`src/rtl/uart_tx_cfg_if.sv`:
```
// Producer-to-transmitter word handshake. A word moves on a rising clock edge
// where tx_valid and tx_ready are both high; the transmitter samples tx_data,
// parity_mode and two_stop only then, and they are don't-care otherwise.
interface uart_tx_cfg_if #(
  parameter int DATA_BITS = 8
) ();
  logic                 tx_valid;
  logic                 tx_ready;
  logic [DATA_BITS-1:0] tx_data;
  logic [1:0]           parity_mode;
  logic                 two_stop;

  modport master (
    output tx_valid,
    output tx_data,
    output parity_mode,
    output two_stop,
    input  tx_ready
  );

  modport slave (
    input  tx_valid,
    input  tx_data,
    input  parity_mode,
    input  two_stop,
    output tx_ready
  );
endinterface

```
`src/rtl/uart_tx_cfg.sv`:
```
// UART transmitter: start, DATA_BITS data bits LSB first, optional parity and
// 1 or 2 stop bits. Each bit lasts OVERSAMPLE pulses of the external b_tick.
module uart_tx_cfg #(
  parameter int DATA_BITS  = 8,
  parameter int OVERSAMPLE = 16
) (
  input  logic         clk,
  input  logic         rst,
  input  logic         b_tick,
  uart_tx_cfg_if.slave bus,
  output logic         tx_busy,
  output logic         tx_done,
  output logic         tx,
  output logic [2:0]   o_dbg_state
);
  localparam int TW = $clog2(OVERSAMPLE);
  localparam int BW = $clog2(DATA_BITS + 1);

  typedef enum logic [2:0] {
    S_IDLE   = 3'd0,
    S_START  = 3'd1,
    S_DATA   = 3'd2,
    S_PARITY = 3'd3,
    S_STOP   = 3'd4
  } state_t;

  state_t               r_state, w_state_nxt;
  logic [TW-1:0]        r_tick_cnt, w_tick_nxt;
  logic [BW-1:0]        r_bit_cnt, w_bit_nxt;
  logic [DATA_BITS-1:0] r_shift, w_shift_nxt;
  logic                 r_par, w_par_nxt;
  logic                 r_par_en, w_par_en_nxt;
  logic                 r_two_stop, w_two_nxt;
  logic                 r_stop_cnt, w_stop_nxt;
  logic                 r_tx, w_tx_nxt;
  logic                 r_busy, w_busy_nxt;
  logic                 r_done, w_done_nxt;
  logic                 w_accept;
  logic                 w_bit_end;

  assign bus.tx_ready = (r_state == S_IDLE);
  assign w_accept     = bus.tx_valid & bus.tx_ready;
  assign w_bit_end    = b_tick && (r_tick_cnt == TW'(OVERSAMPLE - 1));
  assign tx           = r_tx;
  assign tx_busy      = r_busy;
  assign tx_done      = r_done;
  assign o_dbg_state  = r_state;

  always_ff @(posedge clk) begin
    if (rst) begin
      r_state    <= S_IDLE;
      r_tick_cnt <= '0;
      r_bit_cnt  <= '0;
      r_shift    <= '0;
      r_par      <= 1'b0;
      r_par_en   <= 1'b0;
      r_two_stop <= 1'b0;
      r_stop_cnt <= 1'b0;
      r_tx       <= 1'b1;
      r_busy     <= 1'b0;
      r_done     <= 1'b0;
    end else begin
      r_state    <= w_state_nxt;
      r_tick_cnt <= w_tick_nxt;
      r_bit_cnt  <= w_bit_nxt;
      r_shift    <= w_shift_nxt;
      r_par      <= w_par_nxt;
      r_par_en   <= w_par_en_nxt;
      r_two_stop <= w_two_nxt;
      r_stop_cnt <= w_stop_nxt;
      r_tx       <= w_tx_nxt;
      r_busy     <= w_busy_nxt;
      r_done     <= w_done_nxt;
    end
  end

  // tx is registered from the next-state decision so it only moves at bit ends.
  always_comb begin
    w_state_nxt  = r_state;
    w_tick_nxt   = r_tick_cnt;
    w_bit_nxt    = r_bit_cnt;
    w_shift_nxt  = r_shift;
    w_par_nxt    = r_par;
    w_par_en_nxt = r_par_en;
    w_two_nxt    = r_two_stop;
    w_stop_nxt   = r_stop_cnt;
    w_tx_nxt     = r_tx;
    w_busy_nxt   = r_busy;
    w_done_nxt   = 1'b0;

    if (r_state != S_IDLE && b_tick)
      w_tick_nxt = w_bit_end ? '0 : r_tick_cnt + TW'(1);

    case (r_state)
      S_IDLE: begin
        w_tx_nxt   = 1'b1;
        w_busy_nxt = 1'b0;
        if (w_accept) begin
          w_state_nxt  = S_START;
          w_shift_nxt  = bus.tx_data;
          w_par_nxt    = (bus.parity_mode == 2'b10) ? ~^bus.tx_data : ^bus.tx_data;
          w_par_en_nxt = ^bus.parity_mode;
          w_two_nxt    = bus.two_stop;
          w_tick_nxt   = '0;
          w_bit_nxt    = '0;
          w_stop_nxt   = 1'b0;
          w_tx_nxt     = 1'b0;
          w_busy_nxt   = 1'b1;
        end
      end
      S_START: begin
        if (w_bit_end) begin
          w_state_nxt = S_DATA;
          w_tx_nxt    = r_shift[0];
        end
      end
      S_DATA: begin
        if (w_bit_end) begin
          w_shift_nxt = r_shift >> 1;
          w_bit_nxt   = r_bit_cnt + BW'(1);
          if (r_bit_cnt == BW'(DATA_BITS - 1)) begin
            w_state_nxt = r_par_en ? S_PARITY : S_STOP;
            w_tx_nxt    = r_par_en ? r_par : 1'b1;
          end else begin
            w_tx_nxt = r_shift[1];
          end
        end
      end
      S_PARITY: begin
        if (w_bit_end) begin
          w_state_nxt = S_STOP;
          w_tx_nxt    = 1'b1;
        end
      end
      S_STOP: begin
        if (w_bit_end) begin
          if (r_two_stop && !r_stop_cnt) begin
            w_stop_nxt = 1'b1;
          end else begin
            w_state_nxt = S_IDLE;
            w_busy_nxt  = 1'b0;
            w_done_nxt  = 1'b1;
            w_tx_nxt    = 1'b1;
          end
        end
      end
      default: begin
        w_state_nxt = S_IDLE;
        w_tx_nxt    = 1'b1;
        w_busy_nxt  = 1'b0;
      end
    endcase
  end
endmodule

```
`src/flat_wrapper.sv`:
```
// flat-port wrapper written by rule: the top's interface ports become plain ports
module uart_tx_cfg_flat 
#(
  parameter int DATA_BITS  = 8,
  parameter int OVERSAMPLE = 16
)
  (clk, rst, b_tick, tx_busy, tx_done, tx, o_dbg_state, bus_tx_valid, bus_tx_data, bus_parity_mode, bus_two_stop, bus_tx_ready);
  uart_tx_cfg_if #(.DATA_BITS(DATA_BITS)) bus_i ();
  input  logic clk;
  input  logic rst;
  input  logic b_tick;
  output logic tx_busy;
  output logic tx_done;
  output logic tx;
  output logic [2:0] o_dbg_state;
  input wire logic [$bits(bus_i.tx_valid)-1:0] bus_tx_valid;
  input wire logic [$bits(bus_i.tx_data)-1:0] bus_tx_data;
  input wire logic [$bits(bus_i.parity_mode)-1:0] bus_parity_mode;
  input wire logic [$bits(bus_i.two_stop)-1:0] bus_two_stop;
  output wire logic [$bits(bus_i.tx_ready)-1:0] bus_tx_ready;
  assign bus_i.tx_valid = bus_tx_valid;
  assign bus_i.tx_data = bus_tx_data;
  assign bus_i.parity_mode = bus_parity_mode;
  assign bus_i.two_stop = bus_two_stop;
  assign bus_tx_ready = bus_i.tx_ready;
  uart_tx_cfg #(.DATA_BITS(DATA_BITS), .OVERSAMPLE(OVERSAMPLE)) u_core (.clk(clk), .rst(rst), .b_tick(b_tick), .bus(bus_i), .tx_busy(tx_busy), .tx_done(tx_done), .tx(tx), .o_dbg_state(o_dbg_state));
endmodule
```
`config.mk`:
```
export PLATFORM = sky130hd
export DESIGN_NAME = uart_tx_cfg_flat
export DESIGN_NICKNAME = d
export VERILOG_FILES = /design/src/rtl/uart_tx_cfg_if.sv /design/src/rtl/uart_tx_cfg.sv /design/src/flat_wrapper.sv
export SDC_FILE = /design/constraint.sdc
export NUM_CORES = 1
export LEC_CHECK = 0
export ABC_CLOCK_PERIOD_IN_PS = 1800
export BUFFER_PORTS_ARGS = -buffer_cell sky130_fd_sc_hd__buf_2
export CAP_MARGIN = 20
export CELL_PAD_IN_SITES_DETAIL_PLACEMENT = 0
export CELL_PAD_IN_SITES_GLOBAL_PLACEMENT = 1
export CORE_MARGIN = 1
export CORE_UTILIZATION = 42
export CTS_CLUSTER_DIAMETER = 60
export DETAILED_ROUTE_END_ITERATION = 6
export GPL_TIMING_DRIVEN = 0
export PLACE_DENSITY = 0.84
export SYNTH_ARGS = -nofsm -noshare
export SYNTH_HDL_FRONTEND = slang
export SYNTH_SLANG_ARGS = --single-unit
export TNS_END_PERCENT = 20
```
`constraint.sdc`:
```
create_clock -name clk -period 1.8 [get_ports clk]
set_input_delay 0.09 -clock clk [delete_from_list [all_inputs] [get_ports clk]]
set_output_delay 0.09 -clock clk [all_outputs]
set_load 0.03 [all_outputs]
```
After elaboration in Yosys (flattened, before gate mapping)
Index checks and enable logic that the tools add are counted.

storage, ports and cells
  flip-flop bits (word level) = 26
  bits of input ports = 15
  output and inout port bits = 7
  logic and storage cells = 89

cells by class
  add/sub/neg operators = 2
  equal/unequal tests = 15
  multiplexer cells = 38
  bitwise logic cells = 4
  reduce and logical (&&, ||, !) cells = 19

operator list
  cell                                                    count
  two-way mux 3 bit                                       8
  two-way mux 4 bit                                       6
  two-way mux 1 bit                                       16
  two-way mux 8 bit                                       2
  one-hot mux 8 bit (2 select lines)                      1
  one-hot mux 3 bit (5 select lines)                      1
  inequality test 2 x 1 -> 1 bit (second input constant)  6
  adder 4 x 1 -> 4 bit (second input constant)            2
  one-hot mux 4 bit (2 select lines)                      1
  XNOR reduction 8 bit                                    1
  XOR reduction 8 bit                                     1
  AND reduction 7 bit                                     1
  equality test 3 x 2 -> 1 bit (second input constant)    2
  AND reduction 3 bit                                     2
  OR reduction 3 bit                                      2
  one-hot mux 1 bit (5 select lines)                      1
  AND reduction 5 bit                                     1
  equality test 4 x 3 -> 1 bit (second input constant)    1
  equality test 4 bit (second input constant)             1
  inequality test 2 bit (second input constant)           2
  AND reduction 4 bit                                     1
  nonzero test 2 bit                                      2
  equality test 3 x 1 -> 1 bit (second input constant)    1
  equality test 3 bit (second input constant)             1
  other kinds (11)                                        15

Longest topological paths before layout
Gate-level depths: netlist (run 1).

  depth in word-level cells = 6
  mapped depth = 6
  gate-level depth less buffers = 6

Worst setup path after synthesis (run 1)
Ideal clock, no wire load.

  path kind = register to register
  start point = register u_core.r_state[1], in the netlist u_core.o_dbg_state[1]
  end point = register u_core.r_tick_cnt[2]
  library setup time = 123 ps
  data arrival time = 1940 ps
  required time = 1677 ps
  setup slack = -262 ps
  stages on the path, launching flop included = 7
  buffers on the path = 2
  clock period less this slack = 2062 ps
  path through = dfxtp_1 buf_6 buf_2 nor3_1 nor2_1 xnor2_1 nor2_1

on the way
  elaborated cells on any way between the ends = 7
  those cells by class = mux: 3; bitwise: 1; reduce/logical: 3

RTL lines
  item                    line                text
  start, declared         uart_tx_cfg.sv:27   state_t r_state, w_state_nxt;
  start signal, assigned  uart_tx_cfg.sv:63   r_state <= w_state_nxt;
  zero test 3 bit (*)     uart_tx_cfg.sv:41   assign bus.tx_ready = (r_state == S_IDLE);
  via bus_tx_ready        flat_wrapper.sv:20  output wire logic [$bits(bus_i.tx_ready)-1:0] bus_tx_ready;
  bitwise AND 1 bit       uart_tx_cfg.sv:42   assign w_accept = bus.tx_valid & bus.tx_ready;
  two-way mux 4 bit       uart_tx_cfg.sv:98   if (w_accept) begin
  two-way mux 4 bit (*)   uart_tx_cfg.sv:94   case (r_state)
  end signal, assigned    uart_tx_cfg.sv:64   r_tick_cnt <= w_tick_nxt;
  end, declared           uart_tx_cfg.sv:28   logic [TW-1:0] r_tick_cnt, w_tick_nxt;

The timed path passes the listed nets; every way through them passes the cells marked *.
A chain may end at the register's enable or synchronous reset.

Worst setup path in the final report (run 1)
  start point = register u_core.r_tick_cnt[0]
  end point = register u_core.r_shift[2]

on the way
  cells in the longest elaborated chain, start to end = 4

RTL lines
  item                                             line               text
  equality test 4 bit                              uart_tx_cfg.sv:43  assign w_bit_end = b_tick && (r_tick_cnt == TW'(OVERSAMPLE - 1));
  logical AND 1 bit                                uart_tx_cfg.sv:43
  inequality test 2 x 1 -> 1 bit (no source line)  --
  AND reduction 3 bit (no source line)             --
  end signal, assigned                             uart_tx_cfg.sv:66  r_shift <= w_shift_nxt;
  end, declared                                    uart_tx_cfg.sv:30  logic [DATA_BITS-1:0] r_shift, w_shift_nxt;

No other way between the ends.

==> out/results.txt, run 1 <==
Min Tclk post-route = 1.681 ns
All-Layer GR Usage = 20.06%
Cell count after placement = 230
Slew HR = 64.07%
Crit Reg-Reg Startpoint = u_core.r_tick_cnt[0]$_SDFF_PP0_
Worst-path clk slew = 0.13 ns
Worst clock skew = 0.004153 ns
Port buffer count = 20
Status = complete, no violations
Gr ovfl total = 0
Sink Count = 26
H-tree depth = 1
Fin. max-slew vios = 0
Synthesized area per cell = 8.964 um2
Yosys top cell area share = 35.40%
Synth area leaders = dfxtp_1 35%, mux2i_1 6.8%, a21oi_1 5.4%
Arr. time, crit path = 1.87 ns
RSZ-0062 raised after global routing = no
Syn_nets = 182
Commonest non-fill, non-tap cell in the layout = dfxtp_1
Share of cells above drive strength 1 = 23.28%
Largest net degree at the start of global routing = 14
EDFF count, synth = 0
CP Class = reg2reg
Via Count = 1,314
Gate Count Post-Synth = 164
Final Cycle Share = 93.36%
First-pass GRT wire length = 5575 um
Root Buffer = clkbuf_4
Clk buf depth = 2
Vias in the first global route = 1,237
TritonRoute pass-1 iters = 4
Iter 0 DRT Violations = 61
Hold WC Path Type = in2reg
I/O pin count = 22
Worst-Skew Late Latency = 0.31 ns
Area growth, synth to finish = 15.49%
Rows = 21
Total power draw = 0.001193 W
WHS Path Cells = 3
Asr flop ratio synth = 0%
FF+latch count, synth = 26
Die width = 61.17 um
CTS tree = done
Hold Path Sink = u_core.r_shift[7]$_SDFFE_PP0P_
Max Cap Violations = 0
Hpwl dp = 2477 um
Post-Syn Area = 0.001470 mm2
WL/cell = 14.30 um
CTS Buf Count = 3
Layout Cells excl Fill = 235
Initial Utilization = 44.06%
Height of the die = 61.17 um
Top FF cell, synth = dfxtp_1
Pwr dens = 702.9 mW/mm2
Max Clock Freq = 0.5950 GHz
CP Capture Type = register
Synthesis Warnings = 0
Area leader, netlist = dfxtp_1
Critical Path Max Stage Delay = 0.43 ns
Total Routed Length = 3360 um
Setup TNS = 0 ns
Vias/cell = 5.591
DRC = 0
Flop-to-flop setup slack = 0.12 ns
Crit-path cells = ha_2, and4_4, mux2i_1, nor2_1, a211oi_1
Core Region = 0.003337 mm2
Maximum VDD drop = 0.3151 mV
Leakage = 0.6397 nW
R2R cell count = 5
Critical path's slowest cell = nor2_1
Cell family with most CP delay = simple AND/OR/NAND/NOR gates
Most frequent cells in the layout = 24 x dfxtp_1, 22 x buf_2, 16 x a21oi_1
Hold Startpoint = bus_tx_data[7]
Antenna violations before repair = 0
WP data required = 1.99 ns
CP Max Fanout = 7
Crit start category = register
Worst Path Buf+Inv = 0
Antenna fix cells = 0
Synth unique cells = 49
Final setup fails = 0
ANT nets after route = 0
Register area share after synthesis = 35.40%
Number of hold violations in the final report = 0
RePlAce Congestion = 0.8733
Worst-Margin Slew = 0.5390 ns
Final Net Count = 209
Worst R2R End = u_core.r_shift[2]$_SDFFE_PP0P_
Die area = 0.003741 mm2
-- synth_stat cells, types with 2 or more instances --
| library cell | number |
|---|---|
| a211oi_1 | 9 |
| a21o_1 | 2 |
| a21oi_1 | 16 |
| a31oi_1 | 2 |
| and4_1 | 2 |
| buf_2 | 3 |
| buf_6 | 3 |
| clkbuf_1 | 3 |
| dfxtp_1 | 26 |
| ha_1 | 3 |
| inv_1 | 6 |
| mux2_2 | 2 |
| mux2i_1 | 10 |
| nand2_1 | 7 |
| nand3_1 | 3 |
| nand4_1 | 2 |
| nor2_1 | 15 |
| nor2b_1 | 3 |
| nor3_1 | 6 |
| o21ai_0 | 2 |
| o31ai_1 | 5 |
| or4_1 | 2 |
| xnor2_1 | 6 |
-- per-stage QoR --
step                setup WS [ns]  cell area, um2  hold WS (ns)  util (%)
finish                     0.1195            1698       0.03643     50.88
global placement         0.006105            1633        0.3418     48.93
floorplan                 0.08084            1475        0.2260         -
detailed placement       -0.01181            1633        0.3533     48.93
CTS                       0.02928            1674       0.03218     50.17
global route             0.005743            1698       0.04121     50.88
-- final cells by class --
type                    count  area (um2)
plain buffers              10       71.32
multi-input cells         122       883.3
well taps                  46       57.56
fillers                   330        1639
inverters                   6       22.52
clock buffers               3       22.52
flip-flops and latches     26       523.0
repair buffers             22       117.6
-- worst reg2reg max path, cell delays in order (launching register included) --
cell,delay (ns)
dfxtp_2,0.38
ha_2,0.20
and4_4,0.24
mux2i_1,0.15
nor2_1,0.43
a211oi_1,0.15
-- flip-flops by register name, indices dropped and copies added (netlist names) --
register	cells
u_core.r_shift	8
u_core.r_stop_cnt	1
u_core.tx	1
u_core.tx_busy	1
u_core.o_dbg_state	3
u_core.r_par_en	1
u_core.r_tick_cnt	4
u_core.r_two_stop	1
u_core.r_par	1
u_core.tx_done	1
u_core.r_bit_cnt	4
-- routing by layer --
| layer | GRT usage [%] | wire length (um) | up-vias |
|---|---|---|---|
| met4 | 9.091 | 51 | 0 |
| met5 | 0 | 0 | - |
| met3 | 2.731 | 118 | 6 |
| li1 | - | - | 664 |
| met1 | 27.56 | 1641 | 610 |
| met2 | 31.21 | 1549 | 34 |
-- worst max path at each step --
stage                                  startpoint                         endpoint  slack (ns)  cells past startpoint
5_1_grt           u_core.r_tick_cnt[0]$_SDFF_PP0_   u_core.r_shift[1]$_SDFFE_PP0P_       0.006                      5
3_5_place_dp      u_core.r_tick_cnt[0]$_SDFF_PP0_           u_core.tx$_SDFFE_PP1P_       -0.01                      5
6_report          u_core.r_tick_cnt[0]$_SDFF_PP0_   u_core.r_shift[2]$_SDFFE_PP0P_        0.12                      5
2_1_floorplan  u_core.o_dbg_state[1]$_SDFFE_PP0P_  u_core.r_tick_cnt[2]$_SDFF_PP0_        0.08                      6
3_3_place_gp      u_core.r_tick_cnt[0]$_SDFF_PP0_           u_core.tx$_SDFFE_PP1P_       0.006                      6
4_1_cts           u_core.r_tick_cnt[0]$_SDFF_PP0_           u_core.tx$_SDFFE_PP1P_        0.03                      6
-- repair_timing --
action	CTS	global route
hold endpoints to repair	1	0
endpoints found under the setup margin	1	13
setup buffers	0	1
pin swaps	0	1
resized for setup	2	9
hold buffers	1	0
gates cloned	0	0
-- cell families (layout without fill, tap and decap cells) --
| kind of cell | Yosys count | count (layout) | synth area share (%) |
|---|---|---|---|
| multiplexers | 12 | 12 | 8.341 |
| flip-flops | 26 | 26 | 35.40 |
| buffers and inverters | 16 | 41 | 5.871 |
| AO/OA/AOI/OAI | 45 | 45 | 20.51 |
| XOR/XNOR | 8 | 8 | 5.702 |
| adder cells (fa/ha/maj) | 3 | 3 | 2.553 |
| AND/OR/NAND/NOR | 54 | 54 | 21.62 |
-- power by group --
group          total, W  switching [W]  internal (W)
Sequential     0.000640      0.0000270      0.000613
Combinational  0.000313       0.000185      0.000128
Clock          0.000240       0.000162     0.0000783
Total           0.00119       0.000374      0.000820
Power figures use the tool's default switching activity.
==> inputs of run 2 (changes only) <==
Settings changed: CORE_ASPECT_RATIO set to 1.75.
==> out/results.txt, run 2 (synthesized netlist as in run 1, its figures left out) <==
Hold WC Path Type = in2reg
Sink Count = 26 (unchanged)
Maximum VDD drop = 0.5355 mV (+70%)
CP Capture Type = register
Slew HR = 67.21% (+3.1 points)
Max Used Layer = met4
Number of hold violations in the final report = 0 (unchanged)
Initial Utilization = 43.71% (-0.34 points)
Pwr dens = 833.1 mW/mm2 (+19%)
Placed Instance Area = 0.001632 mm2 (about the same)
Top reg by flops = u_core.r_shift
Commonest non-fill, non-tap cell in the layout = dfxtp_1
Crit start category = register
Vias/cell = 5.764 (+3.1%)
Met1 WL = 1344 um (-18%)
Root Buffer = clkbuf_8
CTS tree = done
Antenna violations before repair = 0 (unchanged)
First-pass GRT wire length = 5899 um (+5.8%)
TritonRoute pass-1 iters = 6 (+2)
DR WL met2 = 2139 um (+38%)
Most frequent cells in the layout = 25 x dfxtp_1, 22 x buf_2, 16 x a21oi_1
Flop-to-flop setup slack = 0.05 ns (-0.07 ns)
Worst R2R End = u_core.tx$_SDFFE_PP1P_
Final instance area = 0.001730 mm2 (+1.9%)
Hold_buf cts = 0 (-1)
R2R cell count = 6 (+1)
Area growth, synth to finish = 17.70%
RSZ-0062 raised after global routing = no
Arr. time, crit path = 1.92 ns (+0.05 ns)
Port buffer count = 20 (unchanged)
Worst-path clk slew = 0.09 ns (-0.04 ns)
WL/cell = 15.49 um (+8.4%)
Top flop regs = u_core.r_shift (8), u_core.r_bit_cnt (4), u_core.r_tick_cnt (4)
Status = complete, no violations
Leakage = 0.6486 nW (+1.4%)
WP data required = 1.98 ns (about the same)
ANT nets after route = 0 (unchanged)
Largest net degree at the start of global routing = 16 (+2)
Worst clock skew = 0.003226 ns (-0.0009271 ns)
Max Cap Violations = 0 (unchanged)
CTS Buf Count = 3 (unchanged)
H-tree depth = 1 (unchanged)
Met3 Routed Length = 73 um (-38%)
All-Layer GR Usage = 21.51% (+1.5 points)
Max FFs per register = 8 (unchanged)
Antenna fix cells = 0 (unchanged)
Die area = 0.003750 mm2 (+0.25%)
Final setup fails = 0 (unchanged)
Worst-Skew Late Latency = 0.27 ns (-0.04 ns)
Gr ovfl total = 0 (unchanged)
Final Cycle Share = 97.12% (+3.8 points)
Setup bufs post-CTS = 0 (unchanged)
Hpwl dp = 2859 um (+15%)
Height of the die = 80.27 um (+31%)
Min Tclk post-route = 1.748 ns (+0.06771 ns)
Worst-Margin Slew = 0.4900 ns (-0.04893 ns)
Core Region = 0.003363 mm2 (+0.79%)
Vias in the first global route = 1,374 (+11%)
Final core occ = 51.45% (+0.57 points)
Via Count = 1,343 (+2.2%)
Max Clock Freq = 0.5720 GHz (-3.9%)
Crit path to = u_core.tx$_SDFFE_PP1P_
CP Class = reg2reg
Origin of the worst setup path = u_core.r_tick_cnt[1]$_SDFF_PP0_
Total Routed Length = 3610 um (+7.4%)
Share of cells above drive strength 1 = 23.94% (+0.66 points)
Rows = 28 (+33%)
I/O pin count = 22 (unchanged)
Crit Reg-Reg Startpoint = u_core.r_tick_cnt[1]$_SDFF_PP0_
Fin. max-slew vios = 0 (unchanged)
DRC = 0 (unchanged)
RePlAce Congestion = 0.7866 (-9.9%)
Die width = 46.73 um (-24%)
Final Net Count = 207 (-0.96%)
Clk buf depth = 2 (unchanged)
Iter 0 DRT Violations = 28 (-54%)
CP Max Fanout = 10 (+3)
-- run 2: cell type report --
class / instances / area (um2)
inverters: 6 / 22.52
multi-input cells: 122 / 890.9
clock buffers: 3 / 41.29
flip-flops and latches: 26 / 521.8
clock inverters: 1 / 30.03
well taps: 45 / 56.30
fillers: 366 / 1633
plain buffers: 10 / 67.56
repair buffers: 20 / 100.1
-- run 2: worst max-delay path: stages, from the launching register on --
cell	delay, ns
dfxtp_1	0.37
ha_2	0.21
and4_4	0.24
buf_4	0.17
a31oi_1	0.09
or3_1	0.33
a31o_2	0.24
-- run 2: worst min-delay path by stage --
stage / slack, ns / cells past startpoint / end / start
6_report: 0.06 / 3 / u_core.r_two_stop$_SDFFE_PP0P_ / bus_two_stop
5_1_grt: 0.09 / 3 / u_core.r_two_stop$_SDFFE_PP0P_ / bus_two_stop
4_1_cts: 0.05 / 3 / u_core.r_two_stop$_SDFFE_PP0P_ / bus_two_stop
3_5_place_dp: 0.35 / 3 / u_core.r_two_stop$_SDFFE_PP0P_ / bus_two_stop
3_3_place_gp: 0.35 / 3 / u_core.r_two_stop$_SDFFE_PP0P_ / bus_two_stop
2_1_floorplan: 0.23 / 2 / u_core.r_two_stop$_SDFFE_PP0P_ / bus_two_stop
-- run 2: where the power goes --
part | switching, W | leakage (nW) | internal (W)
Clock | 0.000191 | 0.0357 | 0.000298
Sequential | 0.0000268 | 0.213 | 0.000613
Combinational | 0.000186 | 0.400 | 0.000127
Total | 0.000404 | 0.649 | 0.00104
-- run 2: what timing repair did --
item                       in CTS  in global routing
cloned                          0                  0
setup endpoints to repair       4                 12
gates resized for setup         2                  8
hold endpoints to repair        0                  0
-- run 2: routing by layer --
layer	up-vias	track usage (%)
met2	24	40.00
met4	0	10.86
met3	6	2.247
li1	657	-
met1	656	21.76
met5	-	0
-- run 2: per-stage QoR --
stage | hold slack, ns | total power [W] | cells | worst slack, ns | setup TNS, ns
3_3_place_gp | 0.3463 | 0.0009519 | 229 | -0.002047 | -0.002047
4_1_cts | 0.05375 | 0.001448 | 233 | 0.004845 | 0
6_report | 0.05587 | 0.001442 | 233 | 0.05175 | 0
2_1_floorplan | 0.2260 | 0.0008756 | 164 | 0.08084 | 0
5_1_grt | 0.08944 | 0.001510 | 233 | 0.002885 | 0
3_5_place_dp | 0.3493 | 0.0009617 | 229 | -0.06620 | -0.06620
